<file path="src/rtl/regfile_p.sv">
// regfile_p: 2R1W register file with a pending-write scoreboard, same-cycle write
// forwarding and a one-register-per-cycle clear sweep after reset or flush.
module regfile_p #(
  parameter int XLEN   = 32,
  parameter int NREGS  = 32,
  parameter int AW     = 5,
  parameter int BYPASS = 1
) (
  input  logic            clk,
  input  logic            rst_n,
  input  logic [AW-1:0]   rs1_addr,
  input  logic [AW-1:0]   rs2_addr,
  output logic [XLEN-1:0] rs1_val,
  output logic [XLEN-1:0] rs2_val,
  output logic            rs1_busy,
  output logic            rs2_busy,
  input  logic            wr_en,
  input  logic [AW-1:0]   wr_addr,
  input  logic [XLEN-1:0] wr_data,
  input  logic            mark_en,
  input  logic [AW-1:0]   mark_addr,
  input  logic            clr_start,
  output logic            ready
);
  typedef enum logic {CLEAR, RUN} state_t;
  localparam logic [AW-1:0] LAST = AW'(NREGS - 1);
  state_t            state;
  logic [AW-1:0]     clr_ptr;
  logic [NREGS-1:1]  pending;
  logic [XLEN-1:0]   regs [NREGS];
  logic              wr_ok, mark_ok, hit1, hit2, ok1, ok2;
  function automatic logic ok(input logic [AW-1:0] a);
    return a != '0 && int'(a) < NREGS;
  endfunction
  assign wr_ok   = ready && wr_en && ok(wr_addr);
  assign mark_ok = ready && mark_en && ok(mark_addr);
  assign ok1     = ready && ok(rs1_addr);
  assign ok2     = ready && ok(rs2_addr);
  assign hit1    = BYPASS != 0 && wr_en && wr_addr == rs1_addr;
  assign hit2    = BYPASS != 0 && wr_en && wr_addr == rs2_addr;
  assign rs1_val  = !ok1 ? '0 : hit1 ? wr_data : regs[rs1_addr];
  assign rs2_val  = !ok2 ? '0 : hit2 ? wr_data : regs[rs2_addr];
  assign rs1_busy = ok1 && !hit1 && pending[rs1_addr];
  assign rs2_busy = ok2 && !hit2 && pending[rs2_addr];
  always_ff @(posedge clk or negedge rst_n)
    if (!rst_n) begin
      state   <= CLEAR;
      clr_ptr <= AW'(1);
      pending <= '0;
      ready   <= 1'b0;
    end else if (state == CLEAR) begin
      clr_ptr <= clr_ptr + AW'(1);
      if (clr_ptr == LAST) begin
        state <= RUN;
        ready <= 1'b1;
      end
    end else if (clr_start) begin
      state   <= CLEAR;
      clr_ptr <= AW'(1);
      pending <= '0;
      ready   <= 1'b0;
    end else begin
      if (wr_ok) pending[wr_addr] <= 1'b0;
      // later assignment lets a mark override a same-register write
      if (mark_ok) pending[mark_addr] <= 1'b1;
    end
  // storage has no reset; contents are defined once the sweep has passed
  always_ff @(posedge clk)
    if (state == CLEAR) regs[clr_ptr] <= '0;
    else if (wr_ok) regs[wr_addr] <= wr_data;
endmodule

</file>
<file path="config.mk">
export PLATFORM = sky130hd
export DESIGN_NAME = regfile_p
export DESIGN_NICKNAME = d
export VERILOG_FILES = /design/src/rtl/regfile_p.sv
export SDC_FILE = /design/constraint.sdc
export NUM_CORES = 1
export LEC_CHECK = 0
export BUFFER_PORTS_ARGS = -buffer_cell sky130_fd_sc_hd__buf_2
export CAP_MARGIN = 0
export CELL_PAD_IN_SITES_DETAIL_PLACEMENT = 0
export CELL_PAD_IN_SITES_GLOBAL_PLACEMENT = 1
export CORE_MARGIN = 5
export CORE_UTILIZATION = 49
export DETAILED_ROUTE_END_ITERATION = 8
export GPL_TIMING_DRIVEN = 0
export PLACE_DENSITY_LB_ADDON = 0.15
export SKIP_CTS_REPAIR_TIMING = 1
export SLEW_MARGIN = 20
export SYNTH_ARGS = -nofsm -noshare
export SYNTH_HDL_FRONTEND = slang
export SYNTH_SLANG_ARGS = --single-unit
</file>
<file path="constraint.sdc">
create_clock -name clk -period 3.1 [get_ports clk]
set_input_delay 0.31 -clock clk [delete_from_list [all_inputs] [get_ports clk]]
set_output_delay 0.31 -clock clk [all_outputs]
set_load 0.01 [all_outputs]
</file>
* Word-level counts from Yosys, hierarchy flattened
Memories as Yosys holds them, arrays and structs flattened. Index checks and enable logic that the tools add are counted.
Word-level totals: input bits 57, word-level logic and storage cells 74, memories kept 1, register bits after elaboration 38, bits in writable memories 1024
Operators by class: equal/unequal tests 4, magnitude comparators 6, add/sub/neg operators 1, reductions and logical operators 23, mux-type cells 32, bitwise operators 3
Memory list:
- regs | words 32, width 32, rd ports 2, clocked after memory_dff 0, wr ports 1, line 30 | logic [XLEN-1:0] regs [NREGS];
Operators with widths (number):
- 2-to-1 mux 32 bit | 5
- 2-to-1 mux 31 bit | 5
- OR reduction 32 bit | 1
- AND 31 bit | 1
- inverter 31 bit | 1
- bitwise OR 31 bit | 1
- < comparator 5 x 6 -> 1 bit, second input constant | 4
- nonzero test 5 bit | 4
- 2-to-1 mux 1 bit | 15
- 2-to-1 mux 5 bit | 3
- logical AND 1 bit | 14
- binary-select mux 1 bit (select 5 bit) | 2
- demux 1 bit (select 5 bit) | 2
- equality test 5 bit | 2
- >= comparator 5 x 1 -> 1 bit, second input constant | 2
- adder 5 x 1 -> 5 bit, second input constant | 1
- equality test 5 bit, second input constant | 1
- zero test 1 bit | 2
- inequality test 2 bit, second input constant | 1
- AND reduction 2 bit | 1
- nonzero test 2 bit | 1

* Depth between registers and ports, before layout
depth in word-level cells 12, gate-level depth with buffers 9, depth with buffers taken out 5

* Worst setup path before layout
OpenSTA, ideal clock, no wires.
path type input -> register, start point input port wr_addr[3], end point memory regs[14][0] (enable), arrival 3122 ps, cell stages on the path 9, data required time 2679 ps, buffers on the path 4, path slack -443 ps, cell sequence buf_2 or3_1 buf_2 o311a_1 buf_6 buf_6 o21ai_1 nand2_1 nor2_1
Between the ends: cells in the longest elaborated chain, start to end 7, elaborated cells on any way between the ends 8, classes of those cells 5 x mux; 3 x reduce/logical
Ends and longest elaborated chain:
- from (decl) | line 18 | input logic [AW-1:0] wr_addr,
- nonzero test 5 bit | line 33 | return a != '0 && int'(a) < NREGS;
- logical AND 1 bit | line 35 | assign wr_ok = ready && wr_en && ok(wr_addr);
- 2-to-1 mux 1 bit | line 70 | else if (wr_ok) regs[wr_addr] <= wr_data;
- 2-to-1 mux 1 bit | line 69 | if (state == CLEAR) regs[clr_ptr] <= '0;
- 2-to-1 mux 1 bit (implied by the code) | line 70
- OR reduction 32 bit (no line)
- 2-to-1 mux 5 bit (no line) or 2-to-1 mux 1 bit (tied branches)
- to (decl) | line 30
Several ways; a longest one is shown, not always the timed one.

* Worst setup path after layout
start point input port rs1_addr[2], end point output port rs1_val[3]
Between the ends: cells in the longest elaborated chain, start to end 4, elaborated cells on any way between the ends 7, classes of those cells 1 x eq/ne; 2 x mux; 3 x reduce/logical; 1 x memory
Ends and longest elaborated chain:
- from (decl) | line 11 | input logic [AW-1:0] rs1_addr,
- parallel branches: the longest is 3 deep, another holds memory (32 x 32 bit)
- 2-to-1 mux 32 bit * | line 41 | assign rs1_val = !ok1 ? '0 : hit1 ? wr_data : regs[rs1_addr];
- to (decl) | line 13 | output logic [XLEN-1:0] rs1_val,
Mark *: on every way between the ends.

==> results.tsv <==
metric	value	unit
finalPower	0.0406	W
htreeDepth	3	
syn_area	51000	um^2
hp-start	mark_addr[0]	
whs	-0.00176	ns
synth.most_common_cell	edfxtp_1	
maxSlewViolCount	0	
syn_inst	2980	
rsz0062_at_grt	yes	
cpPeakStageDelay	0.52	ns
yosysTopAreaCellShare	60.3	%
worstPathArrival	2.88	ns
place.gp.congestion	0.974	
antenna_cells	0	
clk_pin_slew	0.06	ns
fin_ws	-0.0922	ns
drtAntennaViolNets	0	
fp.coreArea	103000	um^2
clock_latency	0.72	ns
worstMarginPinSlew	1.11	ns
start_util	49.3	%
cp.required	2.79	ns
antenna_found_initial	10	
area_delta_synth_final	17.6	%
fin_area	59900	um^2
fmaxAchievable	313	MHz
finalClockSkew	0.0285	ns
critical_path_class	input port to output port	
irDropWorstVdd	0.627	mV
worstPathCellList	clkbuf_4 -> buf_6 -> nor2_4 -> buf_2 -> a221oi_1 -> a22oi_1 -> o21ai_2 -> a221o_2 -> buf_2	
clockBufferDepth	3	
placementRows	118	
crit_path_start_kind	input port	
wl_per_cell	38.9	um
routed_wl	184000	um
min_to	pending[5]	
r2r_slack	0.11	ns
status	finished, violations left	
grt.overflow.total	0	
synth_area_leader_cell	edfxtp_1	
critPathCaptureType	output port	
ios	124	
chipHeight	332	um
dp_slack	-1.52	ns
finalSetupViolCount	24	
ys_seq_elements	1062	
cts.sinks	1062	
cp_num_buf_inv	4	
port_buffers	115	
crit_path_max_fanout	10	
drt-initial-drc-count	5170	
synth_area_per_cell	17.1	um^2
static-leakage-power	20.5	nW
fin_crit	3.19	ns
die-width	332	um
cts_tree	yes	
yosysSeqAreaShare	62.2	%
place_area	54700	um^2
dominantRegCellSynth	edfxtp_1	
nets	3331	
synth_warnings	0	
critPathTopFamily	compound AO/OA/AOI/OAI gates	
r2r_start	state	
r2r_cells	8	
critPathMostFrequentCell	buf_2	
track_usage	32.3	%
maxSlewHeadroom	25.7	%
synthArstFlopShare	3.58	%
grt_pass1_wl	253000	um
via_per_inst	7.12	
dr.pass1.iters	7	
hpwl	132000	um
cts_root_buf	clkbuf_16	
ys_types	58	
first_global_vias	33800	
synth_commonest_cells	edfxtp_1 (1024), mux4_2 (377), mux2i_1 (311)	
grt_start_max_net_pins	39	
hp-class	input port to register	
drc	0	
syn_nets	3039	
min_period_over_period	103	%
cts_buffers	112	
die-area	111000	um^2
ys_top_cells_by_area	edfxtp_1 (60%), mux4_2 (17%), mux2i_1 (6.1%), a221oi_1 (2.1%), dfrtp_1 (1.8%)	
synth_edf_count	1024	
p_per_area	677	nW/um^2
violations	hold timing, setup timing	
holdPathStages	3	
r2r-end	regs[28][5]	
layout-drive-gt1-share	34.8	%
drv_cap	0	
vias	33700	
slowest_stage	a221o_2	
finalHoldViolCount	1	
## worst min-delay path, cell delays in order
cell,delay (ns)
buf_2,0.11
nand2b_1,0.13
o31ai_1,0.10
## power by group
| part | switching (W) | internal, W |
|---|---|---|
| clock | 0.00581 | 0.00794 |
| sequential | 0.000660 | 0.0175 |
| combinational | 0.00555 | 0.00313 |
## sequential cells by signal, summed over array words and instances (netlist names)
register  cells
regs       1024
pending      31
clr_ptr       5
ready         1
state         1
## layout by cell type, fill, tap and decap left out, drive strengths merged, types with 12 or more instances in the layout
| cell type | Yosys | layout |
|---|---|---|
| inv | 11 | 12 |
| o21ai | 150 | 150 |
| nand2b | 12 | 12 |
| a221o | 60 | 60 |
| edfxtp | 1024 | 1024 |
| o21bai | 31 | 31 |
| nor2b | 36 | 36 |
| a221oi | 123 | 123 |
| and2 | 35 | 35 |
| nand2 | 30 | 30 |
| mux4 | 377 | 377 |
| mux2 | 32 | 32 |
| clkinv | 1 | 46 |
| a211oi | 59 | 59 |
| bufinv | 0 | 13 |
| nor3 | 17 | 17 |
| dfrtp | 37 | 37 |
| buf | 129 | 284 |
| mux2i | 312 | 312 |
| clkbuf | 118 | 274 |
| nor2 | 111 | 111 |
| a22oi | 92 | 92 |
| a21oi | 92 | 92 |
## layer usage
layer  up-vias  wire length (um)  GRT usage [%]
met5         -                 0              0
met4         0              6900           12.8
met3       420             21900           9.33
met2      2374             87300           50.9
met1     17700             68200           42.9
li1      13200                 -              -
## worst max-delay path by stage
stage | startpoint | end | depth (start not counted)
2_1_floorplan | wr_addr[3] | regs[14][0] | 9
3_3_place_gp | wr_addr[2] | regs[29][6] | 9
3_5_place_dp | rs1_addr[4] | rs1_val[25] | 8
4_1_cts | rs1_addr[4] | rs1_val[25] | 8
5_1_grt | rs1_addr[0] | rs1_val[3] | 10
6_report | rs1_addr[2] | rs1_val[3] | 9
## metrics by stage
| stage | utilization, % | cells | TNS [ns] |
|---|---|---|---|
| 4_1_cts | 56.5 | 4731 | -117.72 |
| 3_5_place_dp | 53.0 | 4527 | -375.97 |
| 5_1_grt | 58.0 | 4742 | -0.449 |
| 2_1_floorplan | - | 2980 | -387.55 |
| 6_report | 58.0 | 4742 | -0.712 |
| 3_3_place_gp | 51.5 | 4475 | -2660.47 |
## logic make-up after synthesis
| group | share of synthesized area (%) |
|---|---|
| flops | 62.2 |
| simple gates | 2.69 |
| fa+ha+maj | 0.0491 |
| buf+inv | 2.38 |
| xor+xnor | 0.206 |
| mux | 23.5 |
| compound gates | 8.94 |
## cell type report
cell class / count / area [um^2]
Timing Repair Buffer: 179 / 1880
Tap cell: 1380 / 1730
Multi-Input combinational cell: 1659 / 19100
Fill cell: 7845 / 43400
Inverter: 12 / 48.8
Buffer: 246 / 1770
Clock inverter: 68 / 688
Sequential cell: 1062 / 31700
Clock buffer: 136 / 3010
Note: power is estimated with default switching activity, not from simulation.
